$ cat src/rtl/stack_controller.sv
//-----------------------------------------------------------------------------
// stack_controller
//
// Command-driven initiator for the stack port of the memory block. It owns
// the stack pointer. It turns push/pop/peek/clear commands into
// stack_address / stack_value / stack_store_enable cycles. It captures
// at_stack after the memory's one-cycle registered read. Overflow and
// underflow are reported on the response and never touch memory.
//
// Every command follows the same path IDLE -> ISSUE -> WAIT -> IDLE.
//   accept edge : address / write data / write enable are registered
//   ISSUE edge  : memory performs the write or the registered read
//   WAIT edge   : at_stack is captured, depth is updated, rsp_valid is set
// A new command can be accepted while rsp_valid is high, which gives at
// most one operation every three cycles.
//
// Ports
//   clock              single clock, all state on posedge
//   reset_n            asynchronous active-low reset
//   cmd_valid/ready    command handshake (see below)
//   cmd_op             00 push, 01 pop, 10 peek, 11 clear
//   cmd_data           value to push
//   rsp_valid          one-cycle pulse, one per accepted command
//   rsp_data           popped/peeked value, 0 for push/clear/error
//   rsp_error          overflow or underflow, qualified by rsp_valid
//   stack_address      memory stack address
//   stack_value        memory write data
//   stack_store_enable memory write enable (high for at most one cycle)
//   at_stack           memory read data, valid one cycle after the address
//   depth/empty/full   current entry count and its limits
//   state_dbg          current FSM state (IDLE=0, ISSUE=1, WAIT=2)
//-----------------------------------------------------------------------------
module stack_controller #(
   parameter int                    ADDR_WIDTH  = 16,
   parameter int                    DATA_WIDTH  = 16,
   parameter logic [ADDR_WIDTH-1:0] STACK_BASE  = '0,
   parameter int                    STACK_DEPTH = 256,
   parameter int                    DW          = $clog2(STACK_DEPTH + 1)
) (
   input  logic                  clock,
   input  logic                  reset_n,
   input  logic                  cmd_valid,
   output logic                  cmd_ready,
   input  logic [1:0]            cmd_op,
   input  logic [DATA_WIDTH-1:0] cmd_data,
   output logic                  rsp_valid,
   output logic [DATA_WIDTH-1:0] rsp_data,
   output logic                  rsp_error,
   output logic [ADDR_WIDTH-1:0] stack_address,
   output logic [DATA_WIDTH-1:0] stack_value,
   output logic                  stack_store_enable,
   input  logic [DATA_WIDTH-1:0] at_stack,
   output logic [DW-1:0]         depth,
   output logic                  empty,
   output logic                  full,
   output logic [1:0]            state_dbg
);

   // Handshake: a command transfers on a rising clock edge where cmd_valid
   // and cmd_ready are both high; cmd_op and cmd_data are sampled only on
   // that edge. cmd_ready is low while a command is in flight, and anything
   // offered during that time is ignored. rsp_valid is a single-cycle pulse
   // with no back-pressure.

   typedef enum logic [1:0] {
      ST_IDLE  = 2'd0,
      ST_ISSUE = 2'd1,
      ST_WAIT  = 2'd2
   } state_t;

   localparam logic [1:0] OP_PUSH  = 2'b00;
   localparam logic [1:0] OP_POP   = 2'b01;
   localparam logic [1:0] OP_PEEK  = 2'b10;
   localparam logic [1:0] OP_CLEAR = 2'b11;

   state_t state;
   state_t state_next;

   // Operation and error verdict held from the accept edge to the response.
   logic [1:0] op_q;
   logic       err_q;

   // Values to register on the accept edge.
   logic [ADDR_WIDTH-1:0] acc_addr;
   logic [DATA_WIDTH-1:0] acc_value;
   logic                  acc_we;
   logic                  acc_err;

   logic accept;
   logic is_read_op;

   assign cmd_ready  = (state == ST_IDLE);
   assign accept     = cmd_ready && cmd_valid;
   assign empty      = (depth == '0);
   assign full       = (depth == DW'(STACK_DEPTH));
   assign state_dbg  = state;
   assign is_read_op = (op_q == OP_POP) || (op_q == OP_PEEK);

   // State register.
   always_ff @(posedge clock or negedge reset_n) begin
      if (!reset_n) begin
         state <= ST_IDLE;
      end else begin
         state <= state_next;
      end
   end

   // Next state.
   always_comb begin
      state_next = state;
      case (state)
         ST_IDLE:  if (cmd_valid) state_next = ST_ISSUE;
         ST_ISSUE: state_next = ST_WAIT;
         ST_WAIT:  state_next = ST_IDLE;
         default:  state_next = ST_IDLE;
      endcase
   end

   // Decode the offered command against the current depth. Address
   // arithmetic wraps modulo 2^ADDR_WIDTH, so a stack placed near the top
   // of the address space continues at address 0.
   always_comb begin
      acc_addr  = stack_address;
      acc_value = stack_value;
      acc_we    = 1'b0;
      acc_err   = 1'b0;
      case (cmd_op)
         OP_PUSH: begin
            acc_addr  = STACK_BASE + ADDR_WIDTH'(depth);
            acc_value = cmd_data;
            acc_we    = !full;
            acc_err   = full;
         end
         OP_POP, OP_PEEK: begin
            acc_addr = STACK_BASE + ADDR_WIDTH'(depth) - ADDR_WIDTH'(1);
            acc_err  = empty;
         end
         default: ; // clear: address is left where it was
      endcase
   end

   // Datapath. The asynchronous reset also drops an in-flight write
   // immediately, and no response is produced for the aborted command.
   always_ff @(posedge clock or negedge reset_n) begin
      if (!reset_n) begin
         stack_address      <= STACK_BASE;
         stack_value        <= '0;
         stack_store_enable <= 1'b0;
         rsp_valid          <= 1'b0;
         rsp_data           <= '0;
         rsp_error          <= 1'b0;
         depth              <= '0;
         op_q               <= OP_PUSH;
         err_q              <= 1'b0;
      end else begin
         rsp_valid <= 1'b0;
         case (state)
            ST_IDLE: begin
               if (accept) begin
                  stack_address      <= acc_addr;
                  stack_value        <= acc_value;
                  stack_store_enable <= acc_we;
                  op_q               <= cmd_op;
                  err_q              <= acc_err;
               end
            end
            ST_ISSUE: begin
               stack_store_enable <= 1'b0;
            end
            ST_WAIT: begin
               rsp_valid <= 1'b1;
               rsp_error <= err_q;
               rsp_data  <= (is_read_op && !err_q) ? at_stack : '0;
               if (!err_q) begin
                  case (op_q)
                     OP_PUSH:  depth <= depth + DW'(1);
                     OP_POP:   depth <= depth - DW'(1);
                     OP_CLEAR: depth <= '0;
                     default:  ; // peek leaves depth alone
                  endcase
               end
            end
            default: ;
         endcase
      end
   end

endmodule
$ cat config.mk
export PLATFORM = sky130hd
export DESIGN_NAME = stack_controller
export DESIGN_NICKNAME = d
export VERILOG_FILES = /design/src/rtl/stack_controller.sv
export SDC_FILE = /design/constraint.sdc
export NUM_CORES = 1
export LEC_CHECK = 0
export CAP_MARGIN = 30
export CORE_ASPECT_RATIO = 1.2
export CORE_MARGIN = 2
export CORE_UTILIZATION = 41
export CTS_CLUSTER_DIAMETER = 120
export DETAILED_ROUTE_END_ITERATION = 7
export PLACE_DENSITY_LB_ADDON = 0.08
export SLEW_MARGIN = 0
export SYNTH_ARGS = -nofsm -noshare
export SYNTH_HDL_FRONTEND = slang
export SYNTH_SLANG_ARGS = --single-unit
$ cat constraint.sdc
create_clock -name clock -period 2.45 [get_ports clock]
set_input_delay 0.49 -clock clock [delete_from_list [all_inputs] [get_ports clock]]
set_output_delay 0.49 -clock clock [all_outputs]
set_load 0.02 [all_outputs]
## Word-level counts from Yosys, hierarchy flattened

Cells that the tools add are included.

| storage, ports and cells | value |
|---|---|
| register bits after elaboration | 65 |
| logic and storage cells | 52 |

| operators by class | value |
|---|---|
| $add $sub $neg | 3 |
| eq/ne operators | 10 |
| mux-type cells | 10 |
| bitwise gates (word level) | 1 |
| reduce and logical (&&, ||, !) cells | 18 |

Operator list:

| operator | count |
|---|---|
| 16-bit one-hot mux with 2 select lines | 1 |
| 9-bit one-hot mux with 3 select lines | 1 |
| 16-bit 2-to-1 mux | 1 |
| 9-bit by 1-bit subtractor with 10-bit output, second input constant | 1 |
| 9-bit by 1-bit adder with 9-bit output, second input constant | 1 |
| 9-bit == test, second input constant | 1 |
| 9-bit zero test | 1 |
| 3-bit AND reduction | 3 |
| 9-bit by 1-bit subtractor with 9-bit output, second input constant | 1 |
| 2-bit == test, second input constant | 4 |
| 2-bit by 1-bit == test with 1-bit output, second input constant | 3 |
| 2-bit zero test | 3 |
| 1-bit one-hot mux with 2 select lines | 2 |
| 2-bit one-hot mux with 2 select lines | 1 |
| 2-bit AND reduction | 2 |
| 2-bit nonzero test | 2 |
| 1-bit 2-to-1 mux | 3 |
| 3-bit nonzero test | 1 |
| 1-bit logical AND | 2 |
| 1-bit zero test | 2 |
| 2-bit 2-to-1 mux | 1 |
| 2-bit by 1-bit inequality test with 1-bit output, second input constant | 1 |
| 2-bit inequality test, second input constant | 1 |
| 2-bit OR reduction | 1 |
| other kinds (2) | 2 |

## Longest topological paths before layout

Gate-level depths: netlist (run 1).

| logic depth | value |
|---|---|
| depth in word-level cells | 5 |
| depth in mapped cells | 11 |
| depth with buffers taken out | 10 |

## Worst setup path before layout (run 1)

Ideal clock, no wire load.

| timing | value |
|---|---|
| path type | reg-to-reg |
| start point | reg op_q[0] |
| end point | reg depth[8] |
| setup time | 119 ps |
| arrival time | 2181 ps |
| setup slack | 149 ps |
| cell stages (with the launch flop) | 11 |
| buffers on the path | 1 |
| period minus slack after synthesis | 2301 ps |
| cell sequence | dfrtp_1 -> ha_1 -> buf_4 -> xor2_1 -> ha_1 -> and3b_1 -> o21ai_1 -> a211oi_1 -> a211oi_1 -> mux2i_1 -> nand2_1 |

| on the way | value |
|---|---|
| longest elaborated chain between the ends | 3 |
| elaborated cells on any way between the ends | 6 |
| those cells by class | eq/ne (2); mux (1); reduce/logical (3) |

Ends and longest elaborated chain:

| element | line | source |
|---|---|---|
| start: declaration | 80 | `logic [1:0] op_q;` |
| start signal: assignment | 163 | `op_q <= cmd_op;` |
| 2-bit by 1-bit == test with 1-bit output, or another cell as far along | 175 | `case (op_q)` |
| 3-bit nonzero test (no source line) | - |  |
| 3-bit AND reduction (no source line) | - |  |
| end signal: assignment | 176 | `OP_PUSH: depth <= depth + DW'(1);` |
| end signal: assignment | 177 | `OP_POP: depth <= depth - DW'(1);` |
| end: declaration | 53 | `output logic [DW-1:0] depth,` |

Several ways; a longest one is shown, not always the timed one.
A chain may end at the register's enable or synchronous reset.

## Worst setup path after layout (run 1)

| timing | value |
|---|---|
| start point | reg depth[0] |
| end point | out full |

| on the way | value |
|---|---|
| longest elaborated chain between the ends | 1 |

Ends and longest elaborated chain:

| element | line | source |
|---|---|---|
| 9-bit == test | 95 | `assign full = (depth == DW'(STACK_DEPTH));` |
| end: declaration | 55 | `output logic full,` |

No other way between the ends.

==> results of run 1 <==
power by group through the flow:
stage / logic [W] / clock network (W) / registers, W
after floorplan: 0.00107 / 0 / 0.00199
after global placement: 0.00255 / 0 / 0.00158
after detailed placement: 0.00257 / 0 / 0.00159
after CTS: 0.00258 / 0.000749 / 0.00158
after global routing: 0.00275 / 0.000802 / 0.00163
final: 0.00255 / 0.000719 / 0.00158
sequential cells by signal (all words and copies together) (netlist names):
name                cells
depth                   9
err_q                   1
op_q                    2
rsp_data               16
rsp_error               1
rsp_valid               1
stack_address          10
stack_store_enable      1
stack_value            16
state_dbg               2
stage by stage:
stage,total power [W],std cells
finish,0.00485,483
floorplan,0.00305,282
CTS,0.00491,483
detailed placement,0.00416,467
global placement,0.00413,467
global route,0.00518,483
layer usage:
layer,track usage (%),up-vias
li1,-,1201
met5,0,-
met2,29.9,68
met3,8.18,5
met1,24.3,1160
met4,7.31,0
final timing paths:
check                                    start                 to  cells after the start
worst max-delay path                  depth[0]               full                      6
worst min-delay path                   reset_n           depth[4]                      1
worst max register to register         op_q[1]           depth[8]                     10
worst min register to register  stack_value[6]     stack_value[6]                      1
max in group asynchronous              reset_n  stack_address[14]                      2
min in group clock              stack_value[6]     stack_value[6]                      1
layout make-up:
cell class | count | area, µm² | share of cell area (%)
Inverter | 13 | 48.8 | 1.15
Multi-Input combinational cell | 185 | 1310 | 30.7
Tap cell | 90 | 113 | 2.64
Clock buffer | 13 | 139 | 3.26
Timing Repair Buffer | 120 | 1160 | 27.2
Sequential cell | 59 | 1480 | 34.7
Clock inverter | 3 | 15.0 | 0.352
cell usage in the layout, fill, tap and decap left out, types with 4 or more instances in the layout:
cell | Yosys | layout
clkdlybuf4s50_1 | 0 | 98
dfrtp_1 | 59 | 59
nand2_1 | 22 | 22
nor2_1 | 21 | 21
mux2_2 | 19 | 19
buf_4 | 12 | 18
a22o_1 | 17 | 17
a21oi_1 | 15 | 15
inv_1 | 13 | 13
o21ai_0 | 13 | 13
ha_1 | 10 | 10
clkbuf_8 | 0 | 9
xnor2_1 | 7 | 7
nor3_1 | 7 | 6
xor2_1 | 5 | 5
clkbuf_1 | 7 | 4
worst max-delay path, cell delays in order, from the launching register on:
cell           delay (ps)
dfrtp_1               470
inv_1                 150
ha_1                  180
and4_1                190
nand2_1                80
inv_1                  70
dlygate4sd2_1         350
repair_timing:
item                                    4_1_cts  5_1_grt
gates resized for setup                       3        0
endpoints found under the setup margin        2        0
hold endpoints to repair                      0        0
logic make-up after synthesis:
logic type	count (synthesis)
adder cells (fa/ha/maj)	10
AND/OR/NAND/NOR	73
multiplexers	22
flip-flops	59
AO/OA/AOI/OAI	68
XOR/XNOR	12
buffers and inverters	38
==> run summary, run 1 <==
Run status = finished, final reports clean
Slew @ Worst Pin = 595 ps
Clock Path Buffers = 2
Fin util = 59.6%
P per Cell Area = 1140 nW/µm²
Hold_ws = 161 ps
Root Buffer = clkbuf_8
Hold buffer count at cts = 0
Synth area leader = dfrtp_1
Main area contributors after synthesis = dfrtp_1 49%, mux2_2 7.2%, a22o_1 5.0%, ha_1 4.2%, buf_4 3.0%
Largest family of logic cells by synthesized area = compound AO/OA/AOI/OAI gates
EDFF count, synth = 0
GRT Residual Overflow = 0
Count leader, synth = dfrtp_1
Worst Path Max Fanout = 7
Post-synth top cells = 59 x dfrtp_1, 22 x nand2_1, 21 x nor2_1
TritonCTS clock tree = done
Net Sw Frac = 39.3%
VDD IR-drop max = 0.000583 V
Clk sinks = 59
H-Tree Depth = 3
Worst relative slew slack = 60.3%
Layout cells sized above 1 = 14.2%
Kind of critical path = flip-flop to primary output
Core Region = 7150 µm²
Synth Warn # = 0
Post-synthesis mux area share = 8.16%
Top cell type's share of synthesized area = 49.4%
Wire length on met1 = 2990 µm
Initial Utilization = 41.8%
Seq cells post-synth = 59
Setup_tns = 0 ps
Largest net degree at the start of global routing = 34
PortBufs = 101
Clock transition at path regs = 60 ps
Synth Area in Compound Gates = 15.8%
Sw power = 0.00190 W
Clk pwr share = 14.8%
Final instance area = 4260 µm²
Row cnt = 34
Post CTS Setup Buffer Count = 0
Synth Area in Adders = 4.19%
Filler Cell Count = 624
Dominant synthesized flop cell = dfrtp_1
Die footprint = 7990 µm²
Post-synth design cell area = 2990 µm²
RSZ-0062 raised after global routing = false
Critical Path Start Type = flip-flop
Num CTS Buffers = 9
WP data arrival = 1810 ps
Routed wl met3 = 555 µm
DIE HEIGHT = 97.5 µm
Crit path required time = 1960 ps
First-pass GRT wire length = 11,800 µm
Syn avg cell area = 10.6 µm²
Synth Area in XOR/XNOR = 3.52%
Setup-failing EPs final = 0
Setup ws final = 149 ps
Period utilization = 93.9%
Sequential share of the synthesized area = 49.4%
Lkg Pwr = 1.89 nW
Vias/cell = 5.04
WL/cell = 14.9 µm
Fmax = 435 MHz
Hold Fails Final Rpt = 0
Placer congestion estimate = 0.762
Layout area overhead = 42.5%
Minimum clock period = 2300 ps
R2r setup slk = 250 ps
Gate Count Post-Synth = 282
Slew Limit Fails = 0
Simple-gate portion of the synthesized area = 12.0%
DR WL met2 = 3560 µm
Post-DP HPWL = 5380 µm
Net count after synthesis = 329
Maxcap violations = 0
Worst skew pair latency = 330 ps
Reg power frac = 32.6%
Comb power frac = 52.6%
Number of global-route vias before repair = 2,471
Antenna viol nets, final = 0
Antenna violations before repair = 0
Cell variety after synth = 48
Internal = 0.00294 W
Die W = 81.9 µm
Dpl ws = 157 ps
Asr flop ratio synth = 100%
Fin nets = 435
Worst setup EP type = primary output
Iteration count of the initial detailed-routing pass = 4
# IOs = 102
Worst hold path class = primary input to asynchronous set/reset pin
Placed Area = 4100 µm²
Top sig layer = met4
# diodes = 0
DRT iter0 DRCs = 50
Via count = 2,434
Final Skew = 7.89 ps
Post-route DRC = 0
Final wirelength = 7180 µm
GRT Total Usage = 19.5%
No activity file was read; power rests on OpenSTA's default activity.
==> inputs of run 2 (changes only) <==
Settings changed: ABC_CLOCK_PERIOD_IN_PS from default to 2450.
==> results of run 2 <==
The final DEF is identical to that of run 1; final timing and power are the same.
==> inputs of run 3 (changes only) <==
Settings changed: CORE_UTILIZATION 41 to 43, CTS_BUF_LIST from default to sky130_fd_sc_hd__clkbuf_2, PLACE_DENSITY from default to 0.82, PLACE_DENSITY_LB_ADDON 0.08 to default, SKIP_LAST_GASP from default to 1.
==> run summary, run 3 (same netlist as run 1, synthesis figures left out) <==
Run status = finished, final reports clean
Period utilization = 95.2% (+1.3 points)
Hold_ws = 506 ps (+345 ps)
Fin util = 63.0% (+3.3 points)
# IOs = 102 (unchanged)
Final wirelength = 7110 µm (-0.99%)
Commonest non-fill, non-tap cell in the layout = clkdlybuf4s50_1
Vias/cell = 5.23 (+3.8%)
# diodes = 0 (unchanged)
Total power = 0.00492 W (+1.6%)
Num CTS Buffers = 9 (unchanged)
Core Region = 6770 µm² (-5.3%)
GRT Total Usage = 19.7% (+0.19 points)
Crit path required time = 1960 ps (about the same)
Final Skew = 23.4 ps (+15.5 ps)
Slew Limit Fails = 0 (unchanged)
Number of global-route vias before repair = 2,549 (+3.2%)
Lkg Pwr = 1.89 nW (+0.17%)
FF-to-FF Start = op_q[0]
DRT iter0 DRCs = 117 (+130%)
Worst path bufs/invs = 2 (-1)
Fin nets = 436 (+0.23%)
Maxcap violations = 0 (unchanged)
VDD IR-drop max = 0.000606 V (+4.0%)
Antenna viol nets, final = 0 (unchanged)
Antenna violations before repair = 0 (unchanged)
Die footprint = 7640 µm² (-4.4%)
RSZ-0062 raised after global routing = false
Crit-path leading delay family = flip-flops
Root Buffer = clkbuf_2
Slew @ Worst Pin = 537 ps (-58.4 ps)
R2r setup slk = 240 ps (about the same)
P per Cell Area = 1150 nW/µm² (+1.5%)
Critical Path Start Type = flip-flop
CP max stage delay = 490 ps (+20 ps)
First-pass GRT wire length = 11,500 µm (-3.0%)
Final instance area = 4260 µm² (about the same)
Crit-path cells = inv_1 -> ha_1 -> nand4_1 -> nor2_1 -> clkdlybuf4s15_1
Worst relative slew slack = 64.1% (+3.8 points)
PortBufs = 101 (unchanged)
WP data arrival = 1840 ps (+30 ps)
FF+latch area = 1480 µm² (about the same)
Filler Cell Count = 539 (-14%)
Row cnt = 33 (-2.9%)
Iteration count of the initial detailed-routing pass = 4 (unchanged)
Commonest non-fill, non-tap cells in the layout = 98 x clkdlybuf4s50_1, 58 x dfrtp_1, 22 x nand2_1, 21 x nor2_1, 19 x mux2_2
Placed Area = 4100 µm² (about the same)
Placer congestion estimate = 0.903 (+19%)
Setup-failing EPs final = 0 (unchanged)
DIE HEIGHT = 95.3 µm (-2.3%)
Worst setup EP type = primary output
Hold Fails Final Rpt = 0 (unchanged)
GRT Residual Overflow = 0 (unchanged)
Initial Utilization = 44.1% (+2.3 points)
TritonCTS clock tree = done
Worst Reg2Reg Path Length in Cells = 8 (-2)
Clock transition at path regs = 160 ps (+100 ps)
Worst hold path class = primary input to asynchronous set/reset pin
Kind of critical path = flip-flop to primary output
Slowest-stage cell, CP = dfrtp_2
Layout area overhead = 42.6% (about the same)
Fmax = 429 MHz (-1.3%)
Worst Path Max Fanout = 7 (unchanged)
Clk sinks = 59 (unchanged)
Clock Path Buffers = 2 (unchanged)
H-Tree Depth = 3 (unchanged)
Reg2reg end = depth[8]
Via count = 2,515 (+3.3%)
WL/cell = 14.8 µm (-0.58%)
Post-DP HPWL = 5290 µm (-1.6%)
Multi-input gate area = 1310 µm² (unchanged)
Worst skew pair latency = 490 ps (+160 ps)
Largest net degree at the start of global routing = 60 (+76%)
Die W = 80.1 µm (-2.2%)
Layout cells sized above 1 = 15.0% (+0.73 points)
Minimum clock period = 2330 ps (+31.4 ps)
Largest registers = rsp_data: 16 flops, stack_value: 16 flops, stack_address: 10 flops
Post-route DRC = 0 (unchanged)
-- run 3: tightest hold or removal path, delay by kind of cell --
kind,cells,cell delay [ps]
buffers and inverters,3,920
-- run 3: worst max path at each step --
stage	to	start	cells past startpoint	slack, ps
final	empty	depth[0]	5	120
after global routing	empty	depth[0]	5	4
after CTS	full	depth[0]	6	-30
after detailed placement	stack_address[8]	cmd_op[0]	8	170
after global placement	full	depth[5]	5	200
after floorplan	depth[8]	op_q[0]	10	150
-- run 3: power breakdown --
group          total, W  switching (W)  leakage [nW]  internal [W]
combinational   0.00256        0.00131          1.08       0.00125
sequential      0.00157       0.000246         0.725       0.00132
clock          0.000790       0.000361        0.0884      0.000429
total           0.00492        0.00192          1.89       0.00301
-- run 3: stage by stage --
step | setup WS, ps | cells | setup TNS, ps
CTS | -29.4 | 481 | -29.4
finish | 118 | 481 | 0
global route | 4.39 | 481 | 0
floorplan | 149 | 282 | 0
detailed placement | 172 | 464 | 0
global placement | 200 | 464 | 0
-- run 3: layout make-up --
class | instances | area share (%)
clock buffers | 9 | 1.06
clock inverters | 7 | 2.49
inverters | 13 | 1.14
multi-input cells | 185 | 30.7
flip-flops and latches | 59 | 34.7
well taps | 87 | 2.55
repair buffers | 121 | 27.4
-- run 3: routing by layer --
layer / up-vias / part of all wire [%] / GRT usage [%]
met2: 92 / 50 / 32.4
met3: 15 / 8.1 / 6.25
met1: 1209 / 40 / 22.6
li1: 1199 / - / -
met4: 0 / 1.8 / 11.0
met5: - / 0 / 0
-- run 3: timing repair --
| item | in CTS | in global routing |
|---|---|---|
| gates resized for setup | 4 | 4 |
| hold buffers | 1 | 0 |
| endpoints found under the setup margin | 2 | 3 |
| hold endpoints to repair | 59 | 0 |
| setup buffers | 0 | 0 |
